==> src/rtl/adc_spi_scanner.sv <==
// SPI front end for a multi-channel ADC: divides CLOCK_50 into SCLK, frames each
// transfer with CS_N, addresses channels from a mask and realigns the ADC's one-frame result latency.
`timescale 1ns/1ps
module adc_spi_scanner #(
    parameter int CLK_DIV      = 4,
    parameter int FRAME_BITS   = 16,
    parameter int DATA_BITS    = 12,
    parameter int NUM_CHANNELS = 8,
    parameter int GAP_CYCLES   = 4,
    localparam int ADDR_BITS   = (NUM_CHANNELS > 1) ? $clog2(NUM_CHANNELS) : 1
) (
    input  logic                    CLOCK_50,
    input  logic                    resetN,
    input  logic                    start,
    input  logic                    continuous,
    input  logic [NUM_CHANNELS-1:0] channel_mask,
    output logic                    SCLK,
    output logic                    CS_N,
    output logic                    MOSI,
    input  logic                    MISO,
    output logic [DATA_BITS-1:0]    sample_data,
    output logic [ADDR_BITS-1:0]    sample_channel,
    output logic                    sample_valid,
    output logic                    busy
);

    localparam int HALF    = CLK_DIV / 2;
    localparam int CNT_MAX = (GAP_CYCLES > HALF) ? GAP_CYCLES : HALF;
    localparam int CNT_W   = $clog2(CNT_MAX + 1);
    localparam int PH_W    = $clog2(CLK_DIV);
    localparam int BIT_W   = (FRAME_BITS > 1) ? $clog2(FRAME_BITS) : 1;

    localparam logic [CNT_W-1:0] CNT_ONE   = CNT_W'(1);
    localparam logic [CNT_W-1:0] HALF_LAST = CNT_W'(HALF - 1);
    localparam logic [CNT_W-1:0] GAP_LAST  = CNT_W'(GAP_CYCLES - 1);
    localparam logic [PH_W-1:0]  PH_ONE    = PH_W'(1);
    localparam logic [PH_W-1:0]  PH_RISE   = PH_W'(HALF);
    localparam logic [PH_W-1:0]  PH_LAST   = PH_W'(CLK_DIV - 1);
    localparam logic [BIT_W-1:0] BIT_ONE   = BIT_W'(1);
    localparam logic [BIT_W-1:0] BIT_LAST  = BIT_W'(FRAME_BITS - 1);

    typedef enum logic [2:0] {S_IDLE, S_SETUP, S_SHIFT, S_HOLD, S_GAP} state_t;

    state_t                  state_q, state_d;
    logic [CNT_W-1:0]        cnt_q, cnt_d;
    logic [PH_W-1:0]         phase_q, phase_d;
    logic [BIT_W-1:0]        bit_cnt_q, bit_cnt_d;
    logic [DATA_BITS-1:0]    shift_q, shift_d;
    logic [NUM_CHANNELS-1:0] mask_q, mask_d;
    logic                    cont_q, cont_d;
    logic [ADDR_BITS-1:0]    cur_ch_q, cur_ch_d;
    logic [ADDR_BITS-1:0]    prev_ch_q, prev_ch_d;
    logic                    pending_q, pending_d;
    logic                    flush_q, flush_d;
    logic [DATA_BITS-1:0]    sample_data_q, sample_data_d;
    logic [ADDR_BITS-1:0]    sample_channel_q, sample_channel_d;
    logic                    sample_valid_q, sample_valid_d;

    logic [ADDR_BITS-1:0]    start_low, wrap_low, above_ch, mosi_sh;
    logic                    has_above, stop;

    // Channel search: lowest bit of the incoming/latched mask and the next bit above cur_ch.
    always_comb begin
        start_low = '0;
        wrap_low  = '0;
        above_ch  = '0;
        has_above = 1'b0;
        for (int i = NUM_CHANNELS - 1; i >= 0; i--) begin
            if (channel_mask[i]) start_low = ADDR_BITS'(i);
            if (mask_q[i]) wrap_low = ADDR_BITS'(i);
            if (mask_q[i] && i > int'(cur_ch_q)) begin
                above_ch  = ADDR_BITS'(i);
                has_above = 1'b1;
            end
        end
    end

    assign stop = cont_q ? !continuous : !has_above;

    always_ff @(posedge CLOCK_50) begin
        if (!resetN) state_q <= S_IDLE;
        else         state_q <= state_d;
    end

    always_comb begin
        state_d = state_q;
        case (state_q)
            S_IDLE:  if (start && (|channel_mask)) state_d = S_SETUP;
            S_SETUP: if (cnt_q == HALF_LAST) state_d = S_SHIFT;
            S_SHIFT: if (phase_q == PH_LAST && bit_cnt_q == BIT_LAST) state_d = S_HOLD;
            S_HOLD:  if (cnt_q == HALF_LAST) state_d = S_GAP;
            S_GAP:   if (cnt_q == GAP_LAST) state_d = flush_q ? S_IDLE : S_SETUP;
            default: state_d = S_IDLE;
        endcase
    end

    always_comb begin
        mosi_sh = cur_ch_q << bit_cnt_q;
        SCLK    = (state_q == S_SHIFT) && (phase_q >= PH_RISE);
        CS_N    = !(state_q inside {S_SETUP, S_SHIFT, S_HOLD});
        MOSI    = (state_q inside {S_SETUP, S_SHIFT}) ? mosi_sh[ADDR_BITS-1] : 1'b0;
        busy    = (state_q != S_IDLE);
    end

    always_comb begin
        cnt_d            = '0;
        phase_d          = '0;
        bit_cnt_d        = '0;
        shift_d          = shift_q;
        mask_d           = mask_q;
        cont_d           = cont_q;
        cur_ch_d         = cur_ch_q;
        prev_ch_d        = prev_ch_q;
        pending_d        = pending_q;
        flush_d          = flush_q;
        sample_data_d    = sample_data_q;
        sample_channel_d = sample_channel_q;
        sample_valid_d   = 1'b0;

        if (state_d == state_q && (state_q inside {S_SETUP, S_HOLD, S_GAP}))
            cnt_d = cnt_q + CNT_ONE;

        if (state_q == S_SHIFT && phase_q == PH_RISE)
            shift_d = {shift_q[DATA_BITS-2:0], MISO};

        if (state_q == S_SHIFT && state_d == S_SHIFT) begin
            phase_d   = (phase_q == PH_LAST) ? '0 : phase_q + PH_ONE;
            bit_cnt_d = (phase_q == PH_LAST) ? bit_cnt_q + BIT_ONE : bit_cnt_q;
        end

        case (state_q)
            S_IDLE: begin
                if (state_d == S_SETUP) begin
                    mask_d    = channel_mask;
                    cont_d    = continuous;
                    cur_ch_d  = start_low;
                    pending_d = 1'b0;
                    flush_d   = 1'b0;
                end
            end
            // This frame carries the previous frame's channel result.
            S_SHIFT: begin
                if (state_d == S_HOLD) begin
                    sample_valid_d = pending_q;
                    if (pending_q) begin
                        sample_data_d    = shift_d;
                        sample_channel_d = prev_ch_q;
                    end
                    pending_d = 1'b1;
                    prev_ch_d = cur_ch_q;
                end
            end
            S_GAP: begin
                if (state_d == S_SETUP) begin
                    if (stop) flush_d  = 1'b1;
                    else      cur_ch_d = has_above ? above_ch : wrap_low;
                end
            end
            default: ;
        endcase
    end

    always_ff @(posedge CLOCK_50) begin
        if (!resetN) begin
            cnt_q            <= '0;
            phase_q          <= '0;
            bit_cnt_q        <= '0;
            pending_q        <= 1'b0;
            flush_q          <= 1'b0;
            sample_data_q    <= '0;
            sample_channel_q <= '0;
            sample_valid_q   <= 1'b0;
        end else begin
            cnt_q            <= cnt_d;
            phase_q          <= phase_d;
            bit_cnt_q        <= bit_cnt_d;
            pending_q        <= pending_d;
            flush_q          <= flush_d;
            sample_data_q    <= sample_data_d;
            sample_channel_q <= sample_channel_d;
            sample_valid_q   <= sample_valid_d;
        end
    end

    always_ff @(posedge CLOCK_50) begin
        shift_q   <= shift_d;
        mask_q    <= mask_d;
        cont_q    <= cont_d;
        cur_ch_q  <= cur_ch_d;
        prev_ch_q <= prev_ch_d;
    end

    assign sample_data    = sample_data_q;
    assign sample_channel = sample_channel_q;
    assign sample_valid   = sample_valid_q;

endmodule

==> config.mk <==
export PLATFORM = sky130hd
export DESIGN_NAME = adc_spi_scanner
export DESIGN_NICKNAME = d
export VERILOG_FILES = /design/src/rtl/adc_spi_scanner.sv
export SDC_FILE = /design/constraint.sdc
export NUM_CORES = 1
export LEC_CHECK = 0
export CORE_MARGIN = 1
export CORE_UTILIZATION = 59
export DETAILED_ROUTE_END_ITERATION = 10
export PLACE_DENSITY = 0.84
export REMOVE_ABC_BUFFERS = 1
export SYNTH_ARGS = -nofsm -noshare
export SYNTH_HDL_FRONTEND = slang
export SYNTH_SLANG_ARGS = --single-unit
==> constraint.sdc <==
create_clock -name CLOCK_50 -period 4.7 [get_ports CLOCK_50]
set_input_delay 0.705 -clock CLOCK_50 [delete_from_list [all_inputs] [get_ports CLOCK_50]]
set_output_delay 0.705 -clock CLOCK_50 [all_outputs]
set_load 0.01 [all_outputs]
; ---- Yosys cells after proc, flatten, opt, wreduce, memory -nomap -nowiden
; Index checks and enable logic that the tools add are counted.
[totals]
ff_bits = 57
wordCells = 131
[classes]
n_addsub = 3
magnitude_cmp = 8
n_eq_ne = 18
shift = 1
n_mux = 51
bitwise = 2
reduce_logical = 34
[ops]
columns = cell, n
row1 = 2-to-1 mux 3 bit, 32
row2 = == test 3 x 2 -> 1 bit (second input constant), 5
row3 = case mux 3 bit (5 select lines), 1
row4 = 2-to-1 mux 1 bit, 14
row5 = logical AND 1 bit, 13
row6 = greater-than comparator 3 bit (first input constant), 4
row7 = 2-to-1 mux 12 bit, 1
row8 = == test 3 x 1 -> 1 bit (second input constant), 3
row9 = AND reduction 3 bit, 3
row10 = nonzero test 3 bit, 3
row11 = AND reduction 2 bit, 4
row12 = AND reduction 4 bit, 2
row13 = OR reduction 8 bit, 1
row14 = greater-than comparator 2 x 3 -> 1 bit (first input constant), 2
row15 = != test 2 bit (second input constant), 3
row16 = case mux 3 bit (2 select lines), 1
row17 = nonzero test 2 bit, 3
row18 = adder 4 x 1 -> 4 bit (second input constant), 1
row19 = == test 2 bit (second input constant), 2
row20 = == test 4 bit (second input constant), 1
row21 = != test 2 x 1 -> 1 bit (second input constant), 2
row22 = case mux 1 bit (2 select lines), 2
row23 = left shift 3 x 4 -> 3 bit, 1
row24 = adder 3 x 1 -> 3 bit (second input constant), 1
row25 = 9 further kinds, 12

; ---- Depth between registers and ports, before layout
[logic_depth]
ltp_word = 14
mapped_depth = 8

; ---- Worst setup path after synthesis
; No wires, ideal clock.
[synth_path]
path_kind = register to register
startpoint = register cur_ch_q[1]
endpoint = register cur_ch_q[0] (enable)
setup_ps = 374
t_arrival_ps = 1495
t_required_ps = 4326
slack_ps = 2830
path_stages_with_launch = 6
n_path_buf = 1
period_less_slack_ps = 1870
cell_sequence = edfxtp_1 -> buf_4 -> o21bai_1 -> a21oi_1 -> nor3_1 -> o41ai_1
[synth_between]
elab_chain_len = 13
word_cells_on_any_way = 25
classes_between = order compare: 7 / eq/ne: 1 / mux: 8 / reduce/logical: 9
[synth_rtl]
columns = item, line
row1 = start: declaration, 51  ; logic [ADDR_BITS-1:0] cur_ch_q, cur_ch_d;
row2 = start signal: assignment, 189  ; cur_ch_q <= cur_ch_d;
row3 = greater-than comparator 3 bit, 71  ; if (mask_q[i] && i > int'(cur_ch_q)) begin
row4 = logical AND 1 bit, 71
row5 = 2-to-1 mux 1 bit (6 in series), 71
row6 = 2-to-1 mux 1 bit (*), 71
row7 = logical NOT 1 bit (*), 78  ; assign stop = cont_q ? !continuous : !has_above;
row8 = 2-to-1 mux 1 bit (*), 78
row9 = != test 2 bit (no line) (*), --
row10 = AND reduction 4 bit (no line) (*), --
; Every way passes the cells marked *; elsewhere a longest branch is shown, timed or not.
; A chain may end at the register's enable or synchronous reset.

; ---- Final worst setup path
[layout_path]
startpoint = register cur_ch_q[2]
endpoint = output MOSI
[layout_between]
elab_chain_len = 2
[layout_rtl]
columns = item, line
row1 = left shift 3 x 4 -> 3 bit, 98  ; mosi_sh = cur_ch_q << bit_cnt_q;
row2 = 2-to-1 mux 1 bit, 101  ; MOSI = (state_q inside {S_SETUP, S_SHIFT}) ? mosi_sh[ADDR_BITS-1] : 1'b0;
row3 = end: declaration, 19  ; output logic MOSI,
; Every way passes these cells.

==> out/summary.txt <==
Placed cell area = 2877 µm²
Hold/Removal Path Class = reg2reg
Die ar. = 4615 µm²
Worst EP required = 3.99 ns
Dpl hpwl = 3127 µm
CP Capture Type = primary output
Placed instance count = 309
Worst Hold Path EP = cnt_q[0]
Crit path largest cell delay = 0.61 ns
P per Cell Area = 338.7 nW/µm²
Initial antenna violation count = 0
RSZ-0062 raised after global routing = false
Terminus of the critical flop-to-flop path = cur_ch_q[2]
Hold-fix buffers at CTS = 0
P_leak = 1.099 nW
Commonest cells in the synthesized netlist = dfxtp_1, nor2_1, nor2b_1
Gr usage total = 22.60%
Site row count = 23
WL per Instance = 14.01 µm
I/O Buffers = 32
R2R depth = 4
Cell with the most instances after synthesis = dfxtp_1
GP Congestion = 0.8825
Ant diodes = 0
Num CTS Buffers = 9
Fraction of layout cells with a size suffix above 1 = 11.64%
Worst hold start = cnt_q[0]
Clock Sinks = 57
Setup violators final = 0
Buf/Inv on CP = 1
Asr flop ratio synth = 0%
Area Growth Syn to Fin = 20.05%
Crit Path Max Fanout = 15
Avg Cell Area, Syn = 10.87 µm²
First-pass GRT wire length = 7348 µm
H-tree levels = 3
Final ANT Viol Nets = 0
Post-route cell area = 3079 µm²
Min Tclk post-route = 2.635 ns
Met1 Track Usage GR = 24.50%
Total I/O pin count = 33
Total core area = 4086 µm²
Largest net degree at the start of global routing = 23
Final setup TNS = 0 ns
Maximum clock path buffer count = 2
Clock latency on the worst-skew pair = 0.33 ns
Critical path start-end classification = reg2out
Hold path depth = 1
Slowest cell on crit path = edfxtp_1
Maxcap violations = 0
Drt pass-1 iters = 4
Met2 Use GR = 37.25%
Resized Gates After CTS = 0
Busiest grt layer = met2
Die width = 67.94 µm
Worst-path cell chain = mux2i_1, o21ai_0, and3_1, clkdlybuf4s50_1
Top cell type's share of synthesized area = 32.78%
Final wirelength = 4554 µm
Post-CTS setup buffers = 0
Clock Skew = 0.007378 ns
CTS tree = built
Die Height = 67.94 µm
Initial cell density of the core = 62.77%
Synth area leaders = dfxtp_1, edfxtp_1, mux2i_1, mux2_4, nor2b_1
Pre-CTS WS = 2.325 ns
Vias = 1827
Outcome = completed
Slew Viols, Final = 0
CTS root buf = clkbuf_8
Cells after Synth = 236
Worst EP arrival = 1.93 ns
Levels on crit path = 4
Synth unique cells = 51
Measured slew at the worst slew-check pin = 0.9009 ns
Post-Layout Cell Count = 325
NumNets Final = 289
Seq/Total Area, Yosys = 50.34%
Via density = 5.622
Ys flop type = dfxtp_1
CP Launch Type = register
Setup WS post-layout = 2.065 ns
Post-synth EDFFs = 15
Grt total ovfl = 0
R2R Path Start = cur_ch_q[1]
Largest area contributor in the netlist = dfxtp_1
FF+latch count, synth = 57
VDD IR max = 0.2699 mV
Met3 Track Usage GR = 10.00%
Achievable frequency = 379.5 MHz
Setup slack, reg-to-reg = 2.50 ns
Netlist Area Pre-Place = 2565 µm²
Count of final hold-check violations = 0
Worst path top cell family by delay = flip-flops
Synth warnings = 0
Post-route DRC = 0
Max transition margin = 39.94%
DR iter-0 viols = 70
Final period util = 56.07%
Number of global-route vias before repair = 1688
Clock transition at the registers of the reported paths = 0.06 ns
## area by class of cell
cell class                 count  area [µm²]
inverter                       8       30.03
tap                           50       62.56
fill                         302        1007
clock buffer                  15       197.7
multi-input combinational    162        1172
sequential                    57        1291
clock inverter                 1       5.005
timing repair buffer          32       320.3
## per-stage QoR
step           util [%]  hold WS [ns]  power, mW
2_1_floorplan         -        0.4215     0.5762
3_3_place_gp      70.39        0.4387     0.6062
3_5_place_dp      70.39        0.4487     0.6077
4_1_cts           75.35        0.4629      1.060
5_1_grt           75.35        0.4781      1.086
6_report          75.35        0.4539      1.043
## cells in the final DEF (no fill, tap or decap), types with 8 or more instances in the layout
master           instances
dfxtp_1                 42
nor2b_1                 20
inv_1                    8
nor2_1                  20
edfxtp_1                15
nand2_1                 14
mux2_4                  10
nor3_1                   9
a21oi_1                  8
mux2i_1                 17
clkdlybuf4s50_1         32
clkbuf_8                12
## per-layer routing
metal | part of all wire, % | wire (µm)
met1 | 44 | 1998
met3 | 6.3 | 286
met4 | 2.5 | 116
met2 | 47 | 2153
met5 | 0 | 0
## report_power, final
part	internal [mW]	total, mW	leakage (nW)	switching [mW]
clock	0.266	0.445	0.105	0.179
combinational	0.0339	0.0666	0.513	0.0327
sequential	0.516	0.532	0.481	0.0157
## logic make-up (layout without fill, tap and decap cells)
kind of cell / count (synthesis) / after routing / share of synthesized area [%]
flops: 57 / 57 / 50.34
fa+ha+maj: 6 / 6 / 2.927
simple gates: 86 / 86 / 18.29
xor+xnor: 5 / 5 / 1.707
compound gates: 35 / 35 / 8.976
mux: 30 / 30 / 13.80
buf+inv: 17 / 56 / 3.951
## how the worst max path moves through the flow
stage / start / slack, ns / end
2_1_floorplan: cur_ch_q[1] / 2.82 / cur_ch_q[0]
3_3_place_gp: cur_ch_q[2] / 2.42 / MOSI
3_5_place_dp: channel_mask[4] / 2.33 / mask_q[7]
4_1_cts: cur_ch_q[2] / 2.03 / MOSI
5_1_grt: cur_ch_q[2] / 1.88 / MOSI
6_report: cur_ch_q[2] / 2.06 / MOSI
## worst register-to-register path, cell delays in order (launching register included)
cell and delay (ns):
edfxtp_1 0.57, o21bai_1 0.24, a21oi_1 0.30, nor3_1 0.09, o41ai_1 0.62
## registers in the layout, indices dropped and copies added (netlist names), 2 cells and up
name            cells
sample_channel      3
cnt_q               3
cur_ch_q            3
sample_data        12
bit_cnt_q           4
mask_q              8
shift_q            12
state_q             3
phase_q             2
prev_ch_q           3
No activity file was read; power rests on OpenSTA's default activity.
